**src/rtl/inout_pkg.sv**
```systemverilog
// Shared definitions for the board I/O conditioning blocks.
// Holds the debounce FSM encoding and the default qualification time.
package inout_pkg;

  typedef enum logic [1:0] {
    ST_IDLE         = 2'd0,
    ST_WAIT_PRESS   = 2'd1,
    ST_PRESSED      = 2'd2,
    ST_WAIT_RELEASE = 2'd3
  } deb_state_e;

  // 10 ms of stable input at the 100 MHz board clock
  localparam int unsigned STABLE_CYCLES_DEFAULT = 1_000_000;

endpackage : inout_pkg

```
**src/rtl/btn_debounce_ch.sv**
```systemverilog
// One debounce channel: 2-FF synchroniser, stability counter, qualification FSM
// and registered single-cycle press/release pulses.
module btn_debounce_ch
  import inout_pkg::*;
#(
  parameter int unsigned STABLE_CYCLES = STABLE_CYCLES_DEFAULT
) (
  input  logic clk,
  input  logic reset,
  input  logic btn_raw,
  output logic btn_level,
  output logic btn_press,
  output logic btn_release
);

  localparam int unsigned CNT_W = $clog2(STABLE_CYCLES + 1);
  localparam logic [CNT_W-1:0] CNT_LAST = CNT_W'(STABLE_CYCLES - 1);

  logic             s1_q, s2_q;
  deb_state_e       state_q, state_d;
  logic [CNT_W-1:0] cnt_q, cnt_d;
  logic             level_q, level_d;
  logic             press_q, press_d;
  logic             release_q, release_d;

  always_ff @(posedge clk or negedge reset) begin
    if (!reset) begin
      s1_q      <= 1'b0;
      s2_q      <= 1'b0;
      state_q   <= ST_IDLE;
      cnt_q     <= '0;
      level_q   <= 1'b0;
      press_q   <= 1'b0;
      release_q <= 1'b0;
    end else begin
      s1_q      <= btn_raw;
      s2_q      <= s1_q;
      state_q   <= state_d;
      cnt_q     <= cnt_d;
      level_q   <= level_d;
      press_q   <= press_d;
      release_q <= release_d;
    end
  end

  // Pulses default low so each one lasts exactly one cycle
  always_comb begin
    state_d   = state_q;
    cnt_d     = cnt_q;
    level_d   = level_q;
    press_d   = 1'b0;
    release_d = 1'b0;
    unique case (state_q)
      ST_IDLE: begin
        if (s2_q) begin
          state_d = ST_WAIT_PRESS;
          cnt_d   = '0;
        end
      end
      ST_WAIT_PRESS: begin
        if (!s2_q) begin
          state_d = ST_IDLE;
        end else if (cnt_q == CNT_LAST) begin
          state_d = ST_PRESSED;
          level_d = 1'b1;
          press_d = 1'b1;
        end else begin
          cnt_d = cnt_q + CNT_W'(1);
        end
      end
      ST_PRESSED: begin
        if (!s2_q) begin
          state_d = ST_WAIT_RELEASE;
          cnt_d   = '0;
        end
      end
      ST_WAIT_RELEASE: begin
        if (s2_q) begin
          state_d = ST_PRESSED;
        end else if (cnt_q == CNT_LAST) begin
          state_d   = ST_IDLE;
          level_d   = 1'b0;
          release_d = 1'b1;
        end else begin
          cnt_d = cnt_q + CNT_W'(1);
        end
      end
      default: state_d = ST_IDLE;
    endcase
  end

  assign btn_level   = level_q;
  assign btn_press   = press_q;
  assign btn_release = release_q;

endmodule : btn_debounce_ch

```
**src/rtl/btn_debouncer.sv**
```systemverilog
// Push-button conditioning: N_BTNS independent debounce channels side by side.
// Channels share only clock and reset; there is no arbitration between them.
module btn_debouncer
  import inout_pkg::*;
#(
  parameter int unsigned N_BTNS        = 5,
  parameter int unsigned STABLE_CYCLES = STABLE_CYCLES_DEFAULT
) (
  input  logic              clk,
  input  logic              reset,
  input  logic [N_BTNS-1:0] btn_raw,
  output logic [N_BTNS-1:0] btn_level,
  output logic [N_BTNS-1:0] btn_press,
  output logic [N_BTNS-1:0] btn_release
);

  for (genvar i = 0; i < N_BTNS; i++) begin : g_ch
    btn_debounce_ch #(
      .STABLE_CYCLES(STABLE_CYCLES)
    ) u_ch (
      .clk        (clk),
      .reset      (reset),
      .btn_raw    (btn_raw[i]),
      .btn_level  (btn_level[i]),
      .btn_press  (btn_press[i]),
      .btn_release(btn_release[i])
    );
  end

endmodule : btn_debouncer

```
**config.mk**
```make
export PLATFORM = sky130hd
export DESIGN_NAME = btn_debouncer
export DESIGN_NICKNAME = d
export VERILOG_FILES = /design/src/rtl/inout_pkg.sv /design/src/rtl/btn_debounce_ch.sv /design/src/rtl/btn_debouncer.sv
export SDC_FILE = /design/constraint.sdc
export NUM_CORES = 1
export LEC_CHECK = 0
export CELL_PAD_IN_SITES_DETAIL_PLACEMENT = 0
export CELL_PAD_IN_SITES_GLOBAL_PLACEMENT = 1
export CORE_ASPECT_RATIO = 0.6
export CORE_MARGIN = 10
export CORE_UTILIZATION = 35
export DETAILED_ROUTE_END_ITERATION = 10
export GPL_ROUTABILITY_DRIVEN = 0
export PLACE_DENSITY = 0.7
export SLEW_MARGIN = 20
export SYNTH_ARGS = -nofsm -noshare
export SYNTH_HDL_FRONTEND = slang
export SYNTH_HIERARCHICAL = 1
export SYNTH_SLANG_ARGS = --single-unit
```
**constraint.sdc**
```tcl
create_clock -name clk -period 3 [get_ports clk]
set_clock_uncertainty 0.1 [all_clocks]
set_input_delay 0.45 -clock clk [delete_from_list [all_inputs] [get_ports clk]]
set_output_delay 0.45 -clock clk [all_outputs]
set_load 0.005 [all_outputs]
```
==> results of run 1 <==
through the flow:
stage	power (mW)	setup slack, ns
global placement	2.42	0.751
finish	4.51	0.693
global route	4.71	0.558
floorplan	2.28	0.870
detailed placement	2.41	0.715
CTS	4.57	0.697
critical path: stages, from the launching register on:
cell and delay [ns]:
dfrtp_1 0.44, ha_1 0.27, and3_2 0.25, and4_1 0.24, a21o_2 0.33, inv_2 0.19, mux2_2 0.36
final cells by class:
cell class,count,area (um2)
inverter,51,191
sequential,135,3380
clock inverter,12,153
clock buffer,19,433
fill,2042,12600
tap,279,349
multi-input combinational,556,3740
timing repair buffer,40,382
registers in the layout (all words and copies together) (netlist names), named ones only:
name and count:
g_ch.u_ch/state_q 5, g_ch.u_ch/s1_q 5, g_ch.u_ch/s2_q 5, g_ch.u_ch/btn_press 5, g_ch.u_ch/cnt_q 100, g_ch.u_ch/btn_level 5, g_ch.u_ch/btn_release 5
power breakdown:
| part | switching (mW) | internal, mW |
|---|---|---|
| combinational | 0.200 | 0.135 |
| clock | 0.829 | 1.30 |
| sequential | 0.141 | 1.91 |
path summary, 6_finish.rpt:
kind,cells past startpoint,slack [ns],endpoint,start
max in group asynchronous,3,1.64,g_ch[4].u_ch/state_q[0],reset
min reg2reg,0,0.25,g_ch[4].u_ch/s2_q,g_ch[4].u_ch/s1_q
min in group asynchronous,2,0.50,g_ch[1].u_ch/cnt_q[12],reset
max,6,0.69,g_ch[3].u_ch/cnt_q[0],g_ch[3].u_ch/cnt_q[0]
min,0,0.25,g_ch[4].u_ch/s2_q,g_ch[4].u_ch/s1_q
max reg2reg,6,0.69,g_ch[3].u_ch/cnt_q[0],g_ch[3].u_ch/cnt_q[0]
placed cells by master (no fill, tap or decap), types with 28 or more instances in the layout:
master and count:
dfrtp_1 135, inv_1 47, mux2i_1 35, nand2_1 81
nand3_1 36, nand4_1 29, nor2_1 43, nor3_1 37
nor4_1 33, o2bb2ai_1 28
timing repair:
item                      4_1_cts  5_1_grt
resized for setup               0        0
hold buffers                    1        0
hold endpoints to repair       62        0
cell families after synthesis:
group | count (synthesis) | share of synthesized area
adders and majority gates | 5 | 0.00822
buffers and inverters | 98 | 0.0644
and+or+nand+nor | 338 | 0.247
DFF | 135 | 0.444
AOI/OAI and AO/OA | 163 | 0.170
muxes | 40 | 0.0534
xor gates and xnor gates | 10 | 0.0125
routing by layer:
layer,GRT usage,vias to the layer above,part of all wire
met1,0.218,3005,0.56
met3,0.0340,14,0.054
met4,0.0364,0,0.0082
met5,0,-,0
met2,0.166,165,0.37
li1,-,3035,-
==> summary.txt, run 1 <==
STA
  • RSZ-0062 raised after global routing: false
  • Max Fclk: 434 MHz
  • Worst rel slew slack: 0.492
  • Worst Tran Pin Value: ~0.75 ns
  • Total Neg Setup Slack: 0 ns
  • Final cycle utilization of the critical path: 0.769
  • Slew Limit Fails: 0
  • Hold Violations, Final: 0
  • Crit path time final: 2.31 ns
  • # setup viols final: 0
  • Min Hold Slack: 0.246 ns

CTS
  • Total CTS buffers: 17
  • CTS tree: done
  • Insertion delay to the later sink of the worst-skew pair: 0.42 ns
  • Total clock sinks: between 100 and 150
  • Clock Tree Buf Depth: 2
  • Post-CTS Setup Bufs: 0
  • Clk root buf: clkbuf_16
  • Clk pin slew, worst setup/hold paths: 0.06 ns
  • H-Tree Depth: 4

Logic synthesis
  • Seq/Total Area, Yosys: 0.444
  • Mapped Cells: 789
  • Area contributors post-synth: dfrtp_1 (44%), mux2i_1 (4.6%), nand2_1 (4.0%)
  • Area share of the largest cell type after synthesis: 0.444
  • Avg Cell Area, Syn: between 9 and 10 um2
  • Number of synthesized flops with an enable pin: 0
  • Primary FF master, synth: dfrtp_1
  • Yosys warning count: 6
  • Most frequent cell after synthesis: dfrtp_1
  • Post-synthesis instance area: 0.00761 mm2
  • Syn nets: 801
  • Synth unique cells: 63
  • #FFs+latches synth: 135
  • Cell taking the most area after synthesis: dfrtp_1
  • Most frequent cells after synthesis: dfrtp_1 (135), nand2_1 (81), inv_1 (47)
  • Post-synth ARST share: 1.00

Drt
  • Remaining routing DRC violations: 0
  • Final wirelength: 18,800 um
  • Vias/cell: 5.70
  • Antenna-violating nets left: 0
  • Iteration-0 DRC Markers: 579
  • Routed vias: 6,219
  • Wire length per cell: 17.2 um
  • Router iterations before antenna repair: 5

Die
  • I/O pin count: 22
  • Die area: 0.0282 mm2
  • FP Rows: 41
  • Placeable Area: 0.0212 mm2
  • Initial Util: 0.359
  • Die Y: 134 um
  • Width of the die: 210 um

Setup path
  • Startpoint Class: flop
  • Crit path DAT: 2.51 ns
  • CP Capture Type: flop
  • WS Path Type: reg -> reg
  • CP max FO: 15
  • Required time of the critical path: 3.20 ns

Placed design
  • Placed instance area: 0.00803 mm2
  • DP HPWL: 12,600 um
  • # port buffers: 21
  • DP Cell Count: 1,060

Run status
  • Status: finished, final reports clean

Job
  • Max cap viols: 0

Final layout
  • Area Overhead vs Synth: 13.4%
  • Share of cells above drive strength 1: 0.107
  • Antenna fix cells: 0
  • Final core utilization: 0.407
  • Fin cells: 1,092
  • Layout Nets: slightly above 800
  • Final instance area: 0.00863 mm2

GRT
  • First-pass GRT wire length: roughly 31,000 um
  • GRT overflow: 0
  • Initial antenna violation count: 0
  • Largest net degree at the start of global routing: 65
  • GRT Resource Usage Total: 0.135
  • Vias in the first global route: 5,613

Hold path
  • Hold Crit Class: reg -> reg

Power and ir drop
  • VDD IR max: 0.370 mV
  • Static leakage: 3.43 nW
  • Cell Pwr Density: 523 mW/mm2
Note: power is estimated with default switching activity, not from simulation.
==> run 2, diff against run 1 <==
Clock period 3 ns to 2.4 ns, I/O delays scaled along.
==> run 2 against run 1 <==
Net effect: hold slack better by 0.00083 ns; global-route usage grew 0.47 points; fmax grew 3.6%; sequential power increased by 25%; sequential share of layout area is 0.92 points lower; register-to-register slack worse by 0.52 ns; final cell count increased by 2.4%; design area grew 2.4%; clock power is 29% higher; die area did not move; total power is 27% higher; setup slack worse by 0.52 ns; critical path type unchanged.
==> summary.txt, run 2 (synthesis gave the netlist of run 1 again) <==
Setup path
  • WS Path Type: reg -> reg
  • Startpoint Class: flop
  • CP Capture Type: flop
  • Crit path DAT: between 2 and 2.5 ns
  • Required time of the critical path: 2.60 ns
  • CP max FO: 6

Final layout
  • Share of cells above drive strength 1: 0.136
  • Layout Nets: 838
  • Max reg flops: 100
  • Area Overhead vs Synth: 16.1%
  • Most frequent cells in the layout: dfrtp_1 (135), nand2_1 (81), inv_1 (47)
  • Final instance area: 0.00884 mm2
  • Top reg by flops: g_ch.u_ch/cnt_q
  • Antenna fix cells: 0
  • Most common cell after layout, fill and taps aside: dfrtp_1

STA
  • Slew Limit Fails: 0
  • Min Hold Slack: around 0.25 ns
  • Total Neg Setup Slack: 0 ns
  • Final cycle utilization of the critical path: 0.928
  • Hold Violations, Final: 0
  • Crit path time final: approximately 2.2 ns
  • RSZ-0062 raised after global routing: false
  • # setup viols final: 0
  • Max Fclk: approximately 450 MHz
  • Worst rel slew slack: 0.630
  • Worst Tran Pin Value: ~0.55 ns

CTS
  • Total CTS buffers: 17
  • Clk root buf: clkbuf_16
  • Clock Tree Buf Depth: 2
  • Total clock sinks: 135
  • Insertion delay to the later sink of the worst-skew pair: 0.42 ns
  • Clk pin slew, worst setup/hold paths: about 0.06 ns
  • CTS tree: done
  • Post-CTS Setup Bufs: 0
  • H-Tree Depth: 4

Die
  • Initial Util: 0.359
  • I/O pin count: 22
  • Die Y: 134 um
  • Width of the die: 210 um
  • Die area: around 0.028 mm2
  • Placeable Area: 0.0212 mm2
  • FP Rows: 41

Power and ir drop
  • Seq pwr share: 0.446
  • Static leakage: 3.56 nW
  • Clk network pwr share: 0.478
  • Tot Pwr: 5.73 mW
  • Cell Pwr Density: ~650 mW/mm2
  • VDD IR max: around 0.44 mV
  • Comb power frac: 0.076
  • P_sw: 1.46 mW
  • Internal: between 4 and 5 mW
  • Switching share of power: 0.254

Drt
  • Wire length per cell: 17.2 um
  • Iteration-0 DRC Markers: 552
  • Routed vias: roughly 6,300
  • Antenna-violating nets left: 0
  • Router iterations before antenna repair: 5
  • Final wirelength: 19,200 um
  • Remaining routing DRC violations: 0
  • Vias/cell: 5.60

Placed design
  • DP HPWL: 13,200 um
  • # port buffers: 21
  • Placed instance area: 0.00821 mm2

GRT
  • GRT overflow: 0
  • Initial antenna violation count: 0
  • Vias in the first global route: 5,840
  • First-pass GRT wire length: 32,400 um
  • GRT Resource Usage Total: 0.140
  • Largest net degree at the start of global routing: 72

Run status
  • Status: finished, final reports clean

Hold path
  • Hold Crit Class: reg -> reg

Job
  • Max cap viols: 0
[run 2: cell count changes in the layout (fill, tap and decap cells not counted), sizes merged]
cell / before / now
buf: 19 / 44
clkbuf: 19 / 21
inv: 52 / 51
[run 2: final cells by class]
type | count | area [um2]
clock buffer | 21 | 470
clock inverter | 11 | 148
fill | 2045 | 12400
inverter | 51 | 191
multi-input combinational | 556 | 3740
sequential | 135 | 3380
tap | 279 | 349
timing repair buffer | 65 | 557
[run 2: power by group through the flow]
stage | sequential, mW | combinational (mW) | clock [mW]
after global routing | 2.58 | 0.495 | 2.95
after CTS | 2.55 | 0.440 | 2.83
final | 2.56 | 0.434 | 2.74
after global placement | 2.59 | 0.441 | 0
after detailed placement | 2.60 | 0.439 | 0
after floorplan | 2.53 | 0.320 | 0
[run 2: worst paths after layout]
kind                                        from                      to  slack (ns)  cells after the start
setup / recovery           g_ch[2].u_ch/cnt_q[0]  g_ch[2].u_ch/cnt_q[18]        0.17                      5
hold / removal                 g_ch[4].u_ch/s1_q       g_ch[4].u_ch/s2_q        0.25                      0
setup reg to reg           g_ch[2].u_ch/cnt_q[0]  g_ch[2].u_ch/cnt_q[18]        0.17                      5
hold reg to reg                g_ch[4].u_ch/s1_q       g_ch[4].u_ch/s2_q        0.25                      0
max in group asynchronous                  reset  g_ch[3].u_ch/btn_press        1.22                      3
min in group asynchronous                  reset  g_ch[1].u_ch/cnt_q[16]        0.28                      2
[run 2: repair_timing]
item	in CTS	in global routing
hold buffers	1	0
endpoints found under the hold margin	25	0
gates resized for setup	0	0
[run 2: stage by stage]
step | utilization | worst slack, ns | cells
floorplan | - | 0.270 | 789
finish | 0.417 | 0.174 | 1118
CTS | 0.417 | 0.187 | 1118
detailed placement | 0.387 | 0.189 | 1085
global placement | 0.387 | 0.238 | 1085
global route | 0.417 | 0.0757 | 1118
[run 2: worst max-delay path: stages, from the launching register on]
cell     delay (ns)
dfrtp_1        0.43
ha_1           0.25
nand3_2        0.10
or4_1          0.64
o311a_1        0.33
a221o_1        0.25
[run 2: routing by layer]
metal	vias up	track usage	share of wire
met5	-	0	0
met4	0	0.0408	0.0076
met3	14	0.0372	0.053
met2	154	0.169	0.37
met1	3008	0.225	0.57
li1	3087	-	-
